[src/rtl/siso_shift_register_if.sv]
// Bundle of the shift register's data-path signals.
// There is no valid/ready handshake on this block: en qualifies Din on each
// rising clk edge, while Dout and primed are plain registered status outputs.
interface siso_shift_register_if #(
    parameter int WIDTH = 1
);
    logic             en;
    logic [WIDTH-1:0] Din;
    logic [WIDTH-1:0] Dout;
    logic             primed;

    // Master drives the stream into the register and observes its outputs.
    modport master (
        output en,
        output Din,
        input  Dout,
        input  primed
    );

    // Slave is the shift register itself.
    modport slave (
        input  en,
        input  Din,
        output Dout,
        output primed
    );
endinterface

[src/rtl/siso_shift_register.sv]
// Serial-in serial-out shift register / delay line.
// Din reappears on Dout after DEPTH enabled edges. primed goes high on the
// edge where the first post-reset sample lands on Dout and stays high until rst.
module siso_shift_register #(
    parameter int DEPTH = 4,
    parameter int WIDTH = 1
) (
    input  logic                  clk,
    input  logic                  rst,
    siso_shift_register_if.slave  bus
);
    localparam int            CW   = $clog2(DEPTH + 1);
    localparam logic [CW-1:0] FULL = CW'(DEPTH);
    localparam logic [CW-1:0] LAST = CW'(DEPTH - 1);

    logic [WIDTH-1:0] stage [DEPTH];
    logic [CW-1:0]    fill;
    logic             primed_q;

    // Shift chain, saturating fill counter and primed flag; rst beats en.
    always_ff @(posedge clk) begin
        if (rst) begin
            for (int i = 0; i < DEPTH; i++) begin
                stage[i] <= '0;
            end
            fill     <= '0;
            primed_q <= 1'b0;
        end else if (bus.en) begin
            stage[0] <= bus.Din;
            for (int i = 1; i < DEPTH; i++) begin
                stage[i] <= stage[i-1];
            end
            if (fill != FULL) begin
                fill <= fill + 1'b1;
            end
            // Counter reaches DEPTH on this edge, or already has.
            if (fill >= LAST) begin
                primed_q <= 1'b1;
            end
        end
    end

    assign bus.Dout   = stage[DEPTH-1];
    assign bus.primed = primed_q;
endmodule

[src/flat_wrapper.sv]
// flat-port wrapper written by rule: the top's interface ports become plain ports
module siso_shift_register_flat 
#(
    parameter int DEPTH = 4,
    parameter int WIDTH = 1
)
  (clk, rst, bus_en, bus_Din, bus_Dout, bus_primed);
  siso_shift_register_if #(.WIDTH(WIDTH)) bus_i ();
  input  logic clk;
  input  logic rst;
  input wire logic [$bits(bus_i.en)-1:0] bus_en;
  input wire logic [$bits(bus_i.Din)-1:0] bus_Din;
  output wire logic [$bits(bus_i.Dout)-1:0] bus_Dout;
  output wire logic [$bits(bus_i.primed)-1:0] bus_primed;
  assign bus_i.en = bus_en;
  assign bus_i.Din = bus_Din;
  assign bus_Dout = bus_i.Dout;
  assign bus_primed = bus_i.primed;
  siso_shift_register #(.DEPTH(DEPTH), .WIDTH(WIDTH)) u_core (.clk(clk), .rst(rst), .bus(bus_i));
endmodule
[config.mk]
export PLATFORM = sky130hd
export DESIGN_NAME = siso_shift_register_flat
export DESIGN_NICKNAME = d
export VERILOG_FILES = /design/src/rtl/siso_shift_register_if.sv /design/src/rtl/siso_shift_register.sv /design/src/flat_wrapper.sv
export SDC_FILE = /design/constraint.sdc
export NUM_CORES = 1
export LEC_CHECK = 0
export ABC_AREA = 0
export CORE_AREA = 5 5 42 44
export DETAILED_ROUTE_END_ITERATION = 8
export DIE_AREA = 0 0 47 49
export PLACE_DENSITY = 0.45
export SETUP_SLACK_MARGIN = 0.4
export SYNTH_ARGS = -nofsm -noshare
export SYNTH_HDL_FRONTEND = slang
export SYNTH_SLANG_ARGS = --single-unit
[constraint.sdc]
create_clock -name clk -period 1.4 [get_ports clk]
set_input_delay 0.14 -clock clk [delete_from_list [all_inputs] [get_ports clk]]
set_output_delay 0.14 -clock clk [all_outputs]
set_load 0.02 [all_outputs]
After elaboration in Yosys (flattened, before gate mapping):

Memory sizes are Yosys's and may differ from the RTL's.
Index checks and enable logic that the tools add are counted.

* bits in registers: 4
* memory bits (writable): 4
* input bits: 4
* output and inout port bits: 2
* logic and storage cells: 21
* memories: 1

* add/sub/neg operators: 1
* order comparisons: 1
* eq/ne operators: 1
* multiplexer cells: 9
* bitwise logic cells: 4
* reductions and logical operators: 2

Memories
* u_core.stage: words 4, bits a word 1, read ports 4, clocked after Yosys merged registers in 0, write ports 4, line siso_shift_register.sv:16 `logic [WIDTH-1:0] stage [DEPTH];`

Operators with widths (count)
* $mux 1: 9
* $or 1x1->1: 4
* $reduce_and 2->1: 2
* $add 3x1->3 const B: 1
* $ge 3x2->1 const B: 1
* $ne 3x3->1 const B: 1

Depth between registers and ports, before layout:

Gate-level depths: netlist of run 1.

* depth after elaboration: 4
* depth in mapped cells: 5
* gate-level depth less buffers: 5

Least setup slack after synthesis of run 1:

Ideal clock, no wire load.

* path type: reg-to-reg
* from: reg u_core.fill[0]
* to: reg u_core.primed_q (netlist: u_core.bus.primed)
* setup time: 0.131 ns
* arrival time: 1.070 ns
* data required time: 1.269 ns
* slack: 0.198 ns
* cell stages (with the launch flop): 5
* buffers on the path: 0
* clock period less this slack: 1.202 ns
* path through: dfxtp_1 ha_1 ha_1 a2111oi_0 nor3_1

* word-level cells in the longest chain between the ends: 2

RTL lines
* start, declared: line siso_shift_register.sv:17 `logic [CW-1:0] fill;`
* start signal, assigned: line siso_shift_register.sv:34 `fill <= fill + 1'b1;`
* $ge 3x2->1: line siso_shift_register.sv:37 `if (fill >= LAST) begin`
* $reduce_and 2->1 (no line)
* end signal, assigned: line siso_shift_register.sv:27 `primed_q <= 1'b0;`
* end signal, assigned: line siso_shift_register.sv:38 `primed_q <= 1'b1;`
* end, declared: line siso_shift_register.sv:18 `logic primed_q;`

No other way between the ends.
A chain may end at the register's enable or synchronous reset.

Final worst setup path of run 1:

* from: reg u_core.fill[1]
* to: reg u_core.fill[2]

* word-level cells in the longest chain between the ends: 2
* elaborated cells between the ends (all ways): 3
* those cells by class: 1 x add/sub; 1 x eq/ne; 1 x reduce/logical

RTL lines
* parallel branches: the longest is 2 deep, another holds $add 3x1->3

Parallel ways; which one is timed is not known.

==> results of run 1 <==
## report_power, final
group | switching (mW) | leakage (nW) | internal [mW]
Clock | 0.0804 | 0.0150 | 0.109
Sequential | 0.0170 | 0.0793 | 0.264
Combinational | 0.0478 | 0.129 | 0.0608
## layout make-up
cell class | instances | area share [%]
Timing Repair Buffer | 8 | 11.74
Clock buffer | 4 | 4.740
Sequential cell | 8 | 38.37
Inverter | 4 | 2.709
Tap cell | 16 | 3.612
Multi-Input combinational cell | 20 | 38.83
## metal layers
| metal | vias to the layer above | wire [µm] | global-route usage [%] |
|---|---|---|---|
| met5 | - | 0 | 0 |
| met3 | 2 | 40 | 2.214 |
| li1 | 131 | - | - |
| met1 | 124 | 306 | 8.463 |
| met2 | 7 | 350 | 9.502 |
| met4 | 0 | 6 | 5.530 |
## path summary, 6_finish.rpt
| check | depth (start not counted) | slack, ns | from | endpoint |
|---|---|---|---|---|
| hold / removal | 3 | 0.23 | bus_en | u_core.bus.primed |
| setup reg to reg | 4 | 0.22 | u_core.fill[1] | u_core.fill[2] |
| setup / recovery | 4 | 0.22 | u_core.fill[1] | u_core.fill[2] |
| hold reg to reg | 2 | 0.51 | u_core.bus.primed | u_core.bus.primed |
## flip-flops by register name (all words and copies together), names as in the netlist
| name | flops |
|---|---|
| u_core.stage | 4 |
| u_core.fill | 3 |
| u_core.bus.primed | 1 |
## worst max-delay path: stages (launching register included)
cell	delay [ns]
dfxtp_4	0.36
ha_4	0.16
ha_4	0.20
or2b_1	0.24
a21oi_2	0.14
## timing repair
action                                  CTS  global route
resized for setup                        11            11
endpoints found under the hold margin     0             0
endpoints found under the setup margin    6            13
buffers inserted                          2             0
pin swaps                                 5             5
## cell families (layout without fill, tap and decap cells)
logic type / after synthesis / after routing / synth area share, %
AND/OR/NAND/NOR: 11 / 11 / 15.98
flip-flops: 8 / 8 / 54.42
AO/OA/AOI/OAI: 4 / 4 / 10.20
buffers and inverters: 4 / 16 / 4.080
adder cells (fa/ha/maj): 3 / 3 / 10.21
XOR/XNOR: 1 / 1 / 2.381
multiplexers: 1 / 1 / 2.721
## cell usage after synthesis
master / instances
a21oi_1: 1
ha_1: 3
and2_1: 4
or2b_1: 1
or2_2: 1
dfxtp_1: 4
a21boi_4: 1
nor2_1: 4
mux2i_1: 1
nor3_1: 1
xnor2_1: 1
edfxtp_1: 4
inv_1: 4
a2111oi_0: 1
o21ai_0: 1
## metrics by stage
step / setup slack (ns) / cell area, µm² / total power, mW / hold WS, ns
6_report: 0.2215 / 554.3 / 0.5795 / 0.2333
3_3_place_gp: 0.1717 / 459.2 / 0.3595 / 0.5019
4_1_cts: 0.2366 / 535.5 / 0.5789 / 0.5311
2_1_floorplan: 0.2879 / 381.6 / 0.3318 / 0.2050
3_5_place_dp: 0.08838 / 459.2 / 0.3652 / 0.5060
5_1_grt: 0.1820 / 554.3 / 0.6130 / 0.2731
==> results.json, run 1 <==
{
  "status": "finished clean",
  "area_enclosed_by_the_die_boundary_um2": 2303,
  "fp-row-count": 14,
  "gpl.final_weighted_congestion": 0.8474,
  "wl_per_cell_um": 11.70,
  "io_pins": 6,
  "multiInputGateArea_um2": 215.2,
  "cp_endpoint_kind": "flip-flop",
  "synth.top_cell.area_share_pct": 32.65,
  "final-instance-count-excl-fill": 60,
  "worst_ep_arrival_time_ns": 1.35,
  "path_clk_slew_ns": 0.05,
  "setup_tns_ns": 0,
  "starting_density_of_the_core_pct": 26.25,
  "first_pass_grt_wire_length_um": 1110,
  "crit_type": "reg -> reg",
  "synth.yosys.warnings": 0,
  "setup-violations-final": 0,
  "clkLatencyLatePin_ns": 0.25,
  "pin_count_of_the_biggest_net_entering_global_routing": 6,
  "post_synth_inst_count": 32,
  "first_pass_iters": 4,
  "worst_min_path_class": "in -> reg",
  "vias_in_the_first_global_route": 275,
  "synth-seq-area-share_pct": 54.42,
  "maxCapViolations": 0,
  "hold_viol_final": 0,
  "synth_cell_types": 15,
  "final_antenna_net_count": 0,
  "maximum_ir_drop_on_the_vdd_rail_mv": 0.5304,
  "tritoncts": "done",
  "kind_of_start_point_of_the_critical_path": "flip-flop",
  "critical_path_required_ns": 1.57,
  "worst_clock_skew_ns": 0.0001746,
  "placedCellCount": 54,
  "layout.core_utilization_pct": 39.55,
  "filler_cell_count": 149,
  "ys_seq_elements": 8,
  "max-slew-margin-rel_pct": 84.62,
  "antenna-diode-count": 0,
  "most_frequent_cells_in_the_layout": "4 x and2_1, 4 x edfxtp_1",
  "dieHeight_um": 49,
  "finalCriticalPeriod_ns": 1.179,
  "routed_via_count": 264,
  "worstMarginPinSlew_ns": 0.2307,
  "cts_buffer_count": 3,
  "syn_nets": 39,
  "cellLeakagePower_nw": 0.2233,
  "post-synth-top-area-cell": "edfxtp_1",
  "cts-root-to-sink-buffers": 2,
  "dr.first_iter.drc_count": 3,
  "drc": 0,
  "cts-hold-fix-buffers": 0,
  "syn_avg_cell_area_um2": 11.50,
  "finalCritPeriodShare_pct": 84.18,
  "yosys-top-cells-area": "edfxtp_1 33%, dfxtp_1 22%, ha_1 10%, and2_1 6.8%, a21boi_4 5.1%",
  "final_net_count": 52,
  "crit_fanout": 4,
  "h-tree-depth": 1,
  "die-width_um": 47,
  "rsz_0062_raised_after_global_routing": "yes",
  "fmax_ghz": 0.8485,
  "routed_wl_um": 702,
  "power.density_cell_area_nw_per_um2": 1046,
  "area_growth_from_synthesis_to_layout_pct": 50.68,
  "final_layout_size_suffix_gt1_share_pct": 50.00,
  "avgViaCountPerCell": 4.400,
  "cts_root_buf": "clkbuf_4",
  "clock-sinks": 8,
  "floorplan.core_area_um2": 1401,
  "register_area_um2": 212.7,
  "final_max_slew_viol_count": 0,
  "global_route.overflow_total": 0,
  "portBuffers": 5,
  "grtUsageTotal_pct": 6.931,
  "synth_area_um2": 367.9,
  "antenna_found_initial": 0,
  "placed_wire_length_estimate_after_detailed_placement_um": 487.9
}
No activity file was read; power rests on OpenSTA's default activity.
==> run 2, diff against run 1 <==
- clock period: 1.4 -> 1.2 ns (I/O delays scaled with it)
==> run 2 against run 1 <==
  * Cell area increased by 8.8%
  * Register-to-register slack worse by 0.16 ns
  * Final cell count grew 10%
  * Combinational power up 45%
  * Clock skew barely moved
  * Count of clock-buffer cells in the layout unchanged
==> results.json, run 2 (synthesized netlist as in run 1, its figures left out) <==
{
  "crit_fanout": 4,
  "first_pass_iters": 4,
  "kind_of_start_point_of_the_critical_path": "flip-flop",
  "avgViaCountPerCell": 4.333,
  "routed_wl_um": 719,
  "most_frequent_cells_in_the_layout": "9 x buf_4, 4 x nor2_1, 4 x and2_1, 4 x edfxtp_1",
  "critical_path_required_ns": 1.34,
  "cts-hold-fix-buffers": 0,
  "io_pins": 6,
  "cp_endpoint_kind": "flip-flop",
  "setup-violations-final": 0,
  "maxCapViolations": 0,
  "largest_register": "u_core.stage",
  "crit_type": "reg -> reg",
  "worst_clock_skew_ns": 0.0001443,
  "routed_via_count": 286,
  "final_design_area_no_fill_um2": 603.1,
  "wl_per_cell_um": 10.89,
  "antenna_found_initial": 0,
  "worst_min_path_class": "in -> reg",
  "grt_use_met1_pct": 10.09,
  "layout_commonest_cell": "buf_4",
  "path_clk_slew_ns": 0.05,
  "detailed_place.area_um2": 474.2,
  "rsz_0062_raised_after_global_routing": "yes",
  "h-tree-depth": 1,
  "largest_register_ff_count": 4,
  "tritoncts": "done",
  "global_route.overflow_total": 0,
  "fin_worst_hold_slack_ns": 0.3259,
  "fp-row-count": 14,
  "maximum_ir_drop_on_the_vdd_rail_mv": 0.5409,
  "area_enclosed_by_the_die_boundary_um2": 2303,
  "power.density_cell_area_nw_per_um2": 1162,
  "starting_density_of_the_core_pct": 26.25,
  "hold_viol_final": 0,
  "global_route.usage.met2_pct": 10.63,
  "final_max_slew_viol_count": 0,
  "placed_wire_length_estimate_after_detailed_placement_um": 500.5,
  "fmax_ghz": 0.8806,
  "final-instance-count-excl-fill": 66,
  "worst_ep_arrival_time_ns": 1.28,
  "vias_in_the_first_global_route": 289,
  "register_area_um2": 211.5,
  "first_pass_grt_wire_length_um": 1262,
  "filler_cell_count": 149,
  "final_net_count": 58,
  "dieHeight_um": 49,
  "global_route.peak_usage_layer": "met2",
  "cellLeakagePower_nw": 0.2534,
  "clkLatencyLatePin_ns": 0.25,
  "die-width_um": 47,
  "place_worst_setup_slack_ns": -0.01838,
  "drc": 0,
  "max-slew-margin-rel_pct": 84.76,
  "pin_count_of_the_biggest_net_entering_global_routing": 6,
  "final_layout_size_suffix_gt1_share_pct": 52.00,
  "use_met3_pct": 3.321,
  "post-route-worst-setup-slack_ns": 0.06439,
  "grtUsageTotal_pct": 7.583,
  "floorplan.core_area_um2": 1401,
  "gpl.final_weighted_congestion": 0.7441,
  "overall_power_mw": 0.7006,
  "finalCritPeriodShare_pct": 94.63,
  "final_antenna_net_count": 0,
  "area_growth_from_synthesis_to_layout_pct": 63.95,
  "clock-sinks": 8,
  "antenna-diode-count": 0,
  "dr.first_iter.drc_count": 4,
  "portBuffers": 5,
  "cts_root_buf": "clkbuf_4",
  "finalCriticalPeriod_ns": 1.136,
  "cts_buffer_count": 3,
  "status": "finished clean",
  "cts-root-to-sink-buffers": 2,
  "worstMarginPinSlew_ns": 0.2286,
  "multiInputGateArea_um2": 219.0,
  "placedCellCount": 56
}
[run 2: cell count changes in the layout (fill, tap and decap cells not counted), sizes merged]
cell and change:
dlygate4sd2 +2, buf +6, clkdlybuf4s50 -1, dlymetal6s2s -1
[run 2: where the power goes]
part           switching, mW  internal, mW
logic                 0.0640        0.0939
registers             0.0170         0.308
clock network         0.0906         0.127
total                  0.172         0.529
[run 2: worst max-delay path: stages, from the launching register on]
cell      delay, ns
dfxtp_4        0.37
inv_2          0.05
ha_4           0.16
a21boi_4       0.16
buf_4          0.14
xnor2_2        0.11
nor2_1         0.05
[run 2: final timing paths]
kind	from	to	slack [ns]	cells after the start
max	u_core.fill[1]	u_core.fill[0]	0.06	6
min	rst	u_core.fill[0]	0.33	3
max reg2reg	u_core.fill[1]	u_core.fill[0]	0.06	6
min reg2reg	u_core.stage[0]	u_core.stage[1]	0.53	1
[run 2: layout make-up]
cell class	count	area share (%)
tap	16	3.320
inverter	4	2.490
clock buffer	4	4.357
multi-input combinational	20	36.31
timing repair buffer	14	18.46
sequential	8	35.06
[run 2: timing repair]
action	4_1_cts	5_1_grt
setup buffers	3	3
setup endpoints to repair	14	6
gates resized for setup	13	11
endpoints found under the hold margin	0	0
pin swaps	4	4
[run 2: through the flow]
stage	setup TNS (ns)	util, %
after floorplan	0	-
after global placement	-0.02758	33.84
after detailed placement	-0.03778	33.84
after CTS	0	39.73
after global routing	0	43.04
final	0	43.04
[run 2: layer usage]
layer / wire length, µm / vias up
met4: 10 / 0
met1: 346 / 130
li1: - / 144
met2: 325 / 10
met3: 37 / 2
met5: 0 / -
